===== config.mk =====
export PLATFORM = sky130hd
export DESIGN_NAME = hazard_control_unit
export DESIGN_NICKNAME = d
export VERILOG_FILES = /design/src/rtl/core_pkg.sv /design/src/rtl/load_use_detector.sv /design/src/rtl/hazard_control_unit.sv
export SDC_FILE = /design/constraint.sdc
export NUM_CORES = 1
export LEC_CHECK = 0
export ABC_AREA = 0
export CAP_MARGIN = 5
export CORE_MARGIN = 2
export CORE_UTILIZATION = 41
export CTS_CLUSTER_DIAMETER = 80
export DETAILED_ROUTE_END_ITERATION = 10
export PLACE_DENSITY = 0.83
export SLEW_MARGIN = 20
export SYNTH_ARGS = -nofsm -noshare
export SYNTH_HDL_FRONTEND = slang
export SYNTH_SLANG_ARGS = --single-unit

===== constraint.sdc =====
create_clock -name clk -period 3.2 [get_ports clk]
set_input_delay 0.48 -clock clk [delete_from_list [all_inputs] [get_ports clk]]
set_output_delay 0.48 -clock clk [all_outputs]
set_load 0.005 [all_outputs]

===== src/rtl/core_pkg.sv =====
// Shared core definitions: hazard-sequencer states, the pipeline control bundle
// and register-index width.
package core_pkg;

  localparam int REG_ADDR_W = 5;

  typedef enum logic [1:0] {
    RUN      = 2'd0,
    LOAD_USE = 2'd1,
    MUL_WAIT = 2'd2,
    MEM_WAIT = 2'd3
  } hcu_state_t;

  typedef struct packed {
    logic stall_if;
    logic stall_id;
    logic stall_ex;
    logic stall_mem;
    logic bubble_ex;
    logic bubble_mem;
    logic flush_if;
  } hcu_ctrl_t;

  // Quiescent control: nothing held, nothing zeroed.
  localparam hcu_ctrl_t HCU_CTRL_NOP = hcu_ctrl_t'(7'b000_0000);

endpackage


===== src/rtl/load_use_detector.sv =====
// Flags an ID instruction that reads the destination of a load currently in EX.
module load_use_detector #(
  parameter int REG_ADDR_W = 5
) (
  input  logic [REG_ADDR_W-1:0] ifid_rs1_i,
  input  logic [REG_ADDR_W-1:0] ifid_rs2_i,
  input  logic [REG_ADDR_W-1:0] idex_rd_i,
  input  logic                  idex_mem_read_i,
  output logic                  hazard_o
);

  // x0 is hard-wired zero, so a load targeting it never creates a dependency.
  always_comb begin
    hazard_o = idex_mem_read_i && (idex_rd_i != '0) &&
               ((idex_rd_i == ifid_rs1_i) || (idex_rd_i == ifid_rs2_i));
  end

endmodule


===== src/rtl/hazard_control_unit.sv =====
// Pipeline sequencer: turns load-use, multi-cycle MUL, D-cache misses and taken
// branches into per-stage stall / bubble / flush controls.
module hazard_control_unit
  import core_pkg::*;
#(
  parameter int MUL_LATENCY = 3,
  parameter int REG_ADDR_W  = core_pkg::REG_ADDR_W
) (
  input  logic                  clk,
  input  logic                  reset,
  input  logic [REG_ADDR_W-1:0] in_IFID_rs1,
  input  logic [REG_ADDR_W-1:0] in_IFID_rs2,
  input  logic [REG_ADDR_W-1:0] in_IDEX_rd,
  input  logic                  in_IDEX_mem_read,
  input  logic                  in_IDEX_is_mul,
  input  logic                  in_EX_branch_taken,
  input  logic                  in_dcache_req,
  input  logic                  in_dcache_ready,
  output logic                  stall_if,
  output logic                  stall_id,
  output logic                  stall_ex,
  output logic                  stall_mem,
  output logic                  bubble_ex,
  output logic                  bubble_mem,
  output logic                  flush_if,
  output logic                  busy
);

  localparam int MUL_CNT_W = $clog2(MUL_LATENCY);
  localparam logic [MUL_CNT_W-1:0] MUL_CNT_LOAD = MUL_CNT_W'(MUL_LATENCY - 2);

  hcu_state_t           state_q, state_d;
  logic [MUL_CNT_W-1:0] mul_cnt_q, mul_cnt_d;
  logic                 mul_done_q, mul_done_d;
  logic                 load_use_s;
  logic                 miss_s;
  logic                 mul_trig_s;
  hcu_ctrl_t            ctrl_s;

  load_use_detector #(
    .REG_ADDR_W (REG_ADDR_W)
  ) u_load_use_detector (
    .ifid_rs1_i      (in_IFID_rs1),
    .ifid_rs2_i      (in_IFID_rs2),
    .idex_rd_i       (in_IDEX_rd),
    .idex_mem_read_i (in_IDEX_mem_read),
    .hazard_o        (load_use_s)
  );

  assign miss_s     = in_dcache_req && !in_dcache_ready;
  // The MUL that just finished is still visible in IDEX until it advances.
  assign mul_trig_s = in_IDEX_is_mul && !mul_done_q;

  // Next-state, MUL countdown and done-flag logic.
  always_comb begin
    state_d    = state_q;
    mul_cnt_d  = mul_cnt_q;
    mul_done_d = mul_done_q;
    if (miss_s) begin
      state_d   = MEM_WAIT;
      mul_cnt_d = '0;
    end else begin
      case (state_q)
        RUN: begin
          // Nothing is held in RUN, so IDEX advances and the done flag retires.
          mul_done_d = 1'b0;
          if (mul_trig_s) begin
            state_d   = MUL_WAIT;
            mul_cnt_d = MUL_CNT_LOAD;
          end else if (load_use_s && !in_EX_branch_taken) begin
            state_d = LOAD_USE;
          end else begin
            state_d = RUN;
          end
        end
        LOAD_USE: state_d = RUN;
        MUL_WAIT: begin
          if (mul_cnt_q == '0) begin
            state_d    = RUN;
            mul_done_d = 1'b1;
          end else begin
            mul_cnt_d = mul_cnt_q - MUL_CNT_W'(1);
          end
        end
        MEM_WAIT: state_d = RUN;
        default:  state_d = RUN;
      endcase
    end
  end

  // State, counter and done-flag registers with synchronous reset.
  always_ff @(posedge clk) begin
    if (reset) begin
      state_q    <= RUN;
      mul_cnt_q  <= '0;
      mul_done_q <= 1'b0;
    end else begin
      state_q    <= state_d;
      mul_cnt_q  <= mul_cnt_d;
      mul_done_q <= mul_done_d;
    end
  end

  // Output decode; a held register never receives a bubble or flush.
  always_comb begin
    ctrl_s = HCU_CTRL_NOP;
    if (reset) begin
      ctrl_s = HCU_CTRL_NOP;
    end else if (miss_s || (state_q == MEM_WAIT)) begin
      ctrl_s.stall_if  = 1'b1;
      ctrl_s.stall_id  = 1'b1;
      ctrl_s.stall_ex  = 1'b1;
      ctrl_s.stall_mem = 1'b1;
    end else begin
      case (state_q)
        RUN: begin
          if (in_EX_branch_taken && !mul_trig_s) begin
            ctrl_s.flush_if  = 1'b1;
            ctrl_s.bubble_ex = 1'b1;
          end else begin
            ctrl_s = HCU_CTRL_NOP;
          end
        end
        LOAD_USE: begin
          ctrl_s.stall_if  = 1'b1;
          ctrl_s.bubble_ex = 1'b1;
        end
        MUL_WAIT: begin
          ctrl_s.stall_if   = 1'b1;
          ctrl_s.stall_id   = 1'b1;
          ctrl_s.bubble_mem = 1'b1;
        end
        default: ctrl_s = HCU_CTRL_NOP;
      endcase
    end
  end

  assign stall_if   = ctrl_s.stall_if;
  assign stall_id   = ctrl_s.stall_id;
  assign stall_ex   = ctrl_s.stall_ex;
  assign stall_mem  = ctrl_s.stall_mem;
  assign bubble_ex  = ctrl_s.bubble_ex;
  assign bubble_mem = ctrl_s.bubble_mem;
  assign flush_if   = ctrl_s.flush_if;
  assign busy       = !reset && (state_q != RUN);

endmodule


# Word-level counts from Yosys, hierarchy flattened
# Cells that the tools add are included.
[word_totals]
register_bits = 5
input_bits = 22
word_cells = 56
[classes]
addsub = 1
n_eq_ne = 9
n_mux = 18
n_bitwise = 1
n_reduce_logical = 24
[op_table]
columns = ["op", "n"]
rows = [
  ["$eq 5x5->1", 2],
  ["$mux 2", 5],
  ["$logic_and 1x1->1", 7],
  ["$mux 7", 1],
  ["$mux 1", 6],
  ["$ne 2x2->1 const B", 3],
  ["$pmux 2 s3", 1],
  ["$reduce_and 3->1", 2],
  ["$reduce_or 2->1", 3],
  ["$logic_not 1->1", 5],
  ["$reduce_bool 5->1", 1],
  ["$eq 2x2->1 const B", 2],
  ["$logic_not 2->1", 2],
  ["$mux 4", 1],
  ["$pmux 1 s2", 2],
  ["$pmux 2 s2", 1],
  ["$reduce_bool 2->1", 2],
  ["$mux 3", 1],
  ["$ne 3x3->1 const B", 1],
  ["$eq 2x1->1 const B", 1],
  ["$logic_or 1x1->1", 2],
  ["$sub 2x1->2 const B", 1],
  ["$not 1->1", 1],
]

# Logic depth before layout (Yosys ltp)
[logic_depth]
depth_word = 8
depth_mapped = 6
depth_no_buf = 6

# Cells and area by module
# A second synthesis with hierarchy kept.
[hier_totals]
cells_unflattened = 77
area_unflattened_um2 = 585.6
[modules_own_cells]
columns = ["mod", "n_inst", "cells_per_inst", "area_each_um2", "seq_area_each_um2"]
rows = [
  ["hazard_control_unit", 1, 60, 460.4, 100.1],
  ["load_use_detector", 1, 17, 125.1, 0.0],
]

# Worst setup path after synthesis
# Ideal clock, no wire load.
[synth_timing]
path_type = "in2out"
from = "in in_dcache_req"
to = "out stall_mem"
arrival_time_ps = 1121
path_slack_ps = 1599
stages = 5
cell_sequence = "nor2b_1 buf_2 o21bai_1 inv_1 buf_4"
[synth_via]
elab_chain_len = 4
[synth_lines]
columns = ["element", "line_no", "text"]
rows = [
  ["start, declared", "hazard_control_unit.sv:17", "input logic in_dcache_req,"],
  ["$logic_and 1x1->1", "hazard_control_unit.sv:50", "assign miss_s = in_dcache_req && !in_dcache_ready;"],
  ["$logic_or 1x1->1", "hazard_control_unit.sv:109", "end else if (miss_s || (state_q == MEM_WAIT)) begin"],
  ["$mux 4", "hazard_control_unit.sv:109", ""],
  ["$mux 7", "hazard_control_unit.sv:107", "if (reset) begin"],
  ["end, declared", "hazard_control_unit.sv:22", "output logic stall_mem,"],
]
# No other way between the ends.

# Worst setup path in the final report
[layout_timing]
from = "in reset"
to = "out flush_if"
[layout_via]
elab_chain_len = 1
[layout_lines]
columns = ["element", "line_no", "text"]
rows = [
  ["start, declared", "hazard_control_unit.sv:10", "input logic reset,"],
  ["$mux 7", "hazard_control_unit.sv:107", ""],
  ["end, declared", "hazard_control_unit.sv:25", "output logic flush_if,"],
]
# No other way between the ends.

==> flow_summary.ini <==
[run_status]
status = complete, no violations

[cts]
cts_tree = done
clk_path_buf_depth = 2
htree_levels = 1
clkTransAtPathRegs_ns = 0.05
post-cts-setup-buffers = 0
clkLatencyLatePin_ns = 0.24
cts-root-buf = clkbuf_4
numCtsBuffers = 3
clock_sinks = 5
cts_resized = 0
hold_buffers = 0

[synth]
syn-cell-area_um2 = 578.1
synthDistinctLibCells = 29
avgSynthCellArea_um2 = 8.142
syn_nets = 98
async_reset_ff_share_pct = 0
ys.flop_type = dfxtp_1
synthCells = 71
synth_edf_count = 0
yosys_warnings = 0
synth-seq-cells = 5
synth-seq-area-share_pct = 17.32

[power_and_ir_drop]
power_mw = 0.2597
peakVddDrop_uv = 143.0
leakage_nw = 0.3696
power_density_mw_per_mm2 = 285.1

[global_routing]
grt_pass1_vias = 599
grt_max_degree = 8
grt_first_pass_wirelength_mm = 2.394
track_usage_pct = 17.41
grt-ovfl-total = 0
antenna_found_initial = 0

[floorplanning]
die_w_um = 41.55
core_area_mm2 = 0.001301
ios = 30
dieArea_mm2 = 0.001726
die_y_um = 41.55
fp-row-count = 13
initial_core_util_pct = 44.42

[cells_and_area]
antenna_cells = 0
final_layout_size_suffix_gt1_share_pct = 9.709
fin_nets = 131
area_growth_pct = 57.58

[timing]
timing.slew.headroom_pct = 81.16
hold_viol = 0
skew_ns = 0.005648
timing.final.max_slew_violations = 0
fin_crit_sh_pct = 76.49
tns_ns = 0
worst_slack_ns = 0.7523
rsz0062_at_grt = false
finalSetupViolCount = 0
max_freq_ghz = 0.4085
fin_crit_ns = 2.448
worst_pin_slew_ns = 0.2820

[drt]
dr.pass1.iters = 3
drt-total-wl_mm = 1.342
drtAntennaViolNets = 0
drc = 0
vias_per_cell = 5.161
avgRoutedWirePerCell_um = 11.37
vias = 609
drt_iter0_markers = 6

[worst_setup_path]
rr_endpoint = state_q[0]$_SDFFE_PP0P_
cp-startpoint = reset
crit_type = in -> out
critPathLaunchType = input port
worstPathRequired_ns = 2.72
r2r-start = state_q[0]$_SDFFE_PP0P_
regToRegSetupSlack_ns = 1.65
rr_worst_depth = 6
worstPathMaxFanout = 7
endpoint_kind = output port
crit_end = flush_if
arrival_ns = 1.97

[job]
cap_violations = 0

[placement]
io_buffers = 29
globalplace.congestion = 0.7770
dp_hpwl_mm = 1.173
preCtsSetupSlack_ns = 0.7319

[worst_hold_path]
hp-class = reg -> reg
==> power by group <==
part | total [mW] | switching [mW] | leakage [nW] | internal (mW)
logic | 0.113 | 0.0458 | 0.314 | 0.0670
registers | 0.0704 | 0.00352 | 0.0411 | 0.0669
clock network | 0.0765 | 0.0292 | 0.0150 | 0.0474
==> placed cells by master, fill, tap and decap left out <==
cell type         n
clkdlybuf4s50_1  29
xor2_1           10
inv_1             8
nor2_1            6
ha_1              5
dfxtp_1           5
o21ai_0           4
a21oi_1           4
nor2b_1           3
nor3_1            3
clkbuf_4          3
a211oi_1          2
o21ai_1           2
buf_4             2
o21bai_1          1
nand2b_4          1
and2_4            1
nor4_1            1
and3_1            1
a22oi_1           1
or4_1             1
and2b_1           1
nor4b_2           1
o211ai_1          1
o22ai_1           1
mux2_4            1
o21a_1            1
a2111oi_4         1
a221oi_1          1
and2_1            1
clkbuf_1          1
==> worst min path at each step <==
stage	from	to	slack [ns]	depth (start not counted)
2_1_floorplan	mul_done_q$_SDFFE_PP0P_	mul_done_q$_SDFFE_PP0P_	0.46	2
3_3_place_gp	mul_done_q$_SDFFE_PP0P_	mul_done_q$_SDFFE_PP0P_	0.47	2
3_5_place_dp	mul_done_q$_SDFFE_PP0P_	mul_done_q$_SDFFE_PP0P_	0.48	2
4_1_cts	mul_done_q$_SDFFE_PP0P_	mul_done_q$_SDFFE_PP0P_	0.49	2
5_1_grt	mul_done_q$_SDFFE_PP0P_	mul_done_q$_SDFFE_PP0P_	0.51	2
6_report	mul_done_q$_SDFFE_PP0P_	mul_done_q$_SDFFE_PP0P_	0.48	2
==> layout make-up <==
type / count / area, um^2
Multi-Input combinational cell: 55 / 430.4
Fill cell: 115 / 390.4
Timing Repair Buffer: 31 / 305.3
Sequential cell: 5 / 100.1
Inverter: 8 / 30.03
Clock buffer: 4 / 26.28
Tap cell: 15 / 18.77
==> critical path, cell delays in order <==
cell and delay (ns):
clkdlybuf4s50_1 0.54, nor3_1 0.27, and3_1 0.19, clkdlybuf4s50_1 0.50
==> per-layer routing <==
layer / global-route usage, % / part of all wire (%) / up-vias
met5: 0 / 0 / -
met4: 5.806 / 1.3 / 0
met3: 3.043 / 5.8 / 4
met2: 34.38 / 54 / 24
met1: 17.94 / 39 / 273
li1: - / - / 308
==> registers in the layout, indices dropped and copies added, names as in the netlist <==
| signal | cells |
|---|---|
| state_q | 2 |
| mul_cnt_q | 2 |
| mul_done_q | 1 |
==> Yosys cell counts, types with 2 or more instances <==
cell / number / area (um^2)
o21ai_1: 2 / 10.01
a21oi_1: 4 / 20.02
nor2b_1: 3 / 18.77
dfxtp_1: 5 / 100.1
xor2_1: 10 / 87.58
nor3_1: 3 / 15.01
nor2_1: 6 / 22.52
o21ai_0: 4 / 20.02
ha_1: 5 / 62.56
a211oi_1: 2 / 15.01
buf_2: 2 / 10.01
inv_1: 8 / 30.03
==> metrics by stage <==
| stage | cell area [um^2] | util, % | instances | hold slack, ns |
|---|---|---|---|---|
| 3_3_place_gp | 884.6 | 67.98 | 114 | 0.4718 |
| 4_1_cts | 910.9 | 70.00 | 118 | 0.4905 |
| 6_report | 910.9 | 70.00 | 118 | 0.4845 |
| 5_1_grt | 910.9 | 70.00 | 118 | 0.5115 |
| 3_5_place_dp | 884.6 | 67.98 | 114 | 0.4842 |
| 2_1_floorplan | 578.1 | - | 71 | 0.4642 |
==> cells by family (layout without fill, tap and decap cells) <==
kind of cell	after synthesis	count (layout)	synth area share (%)
xor+xnor	10	10	15.15
fa+ha+maj	5	5	10.82
flops	5	5	17.32
buf+inv	11	43	8.226
compound gates	19	19	23.81
mux	1	1	2.597
simple gates	20	20	22.08
Note: power is estimated with default switching activity, not from simulation.
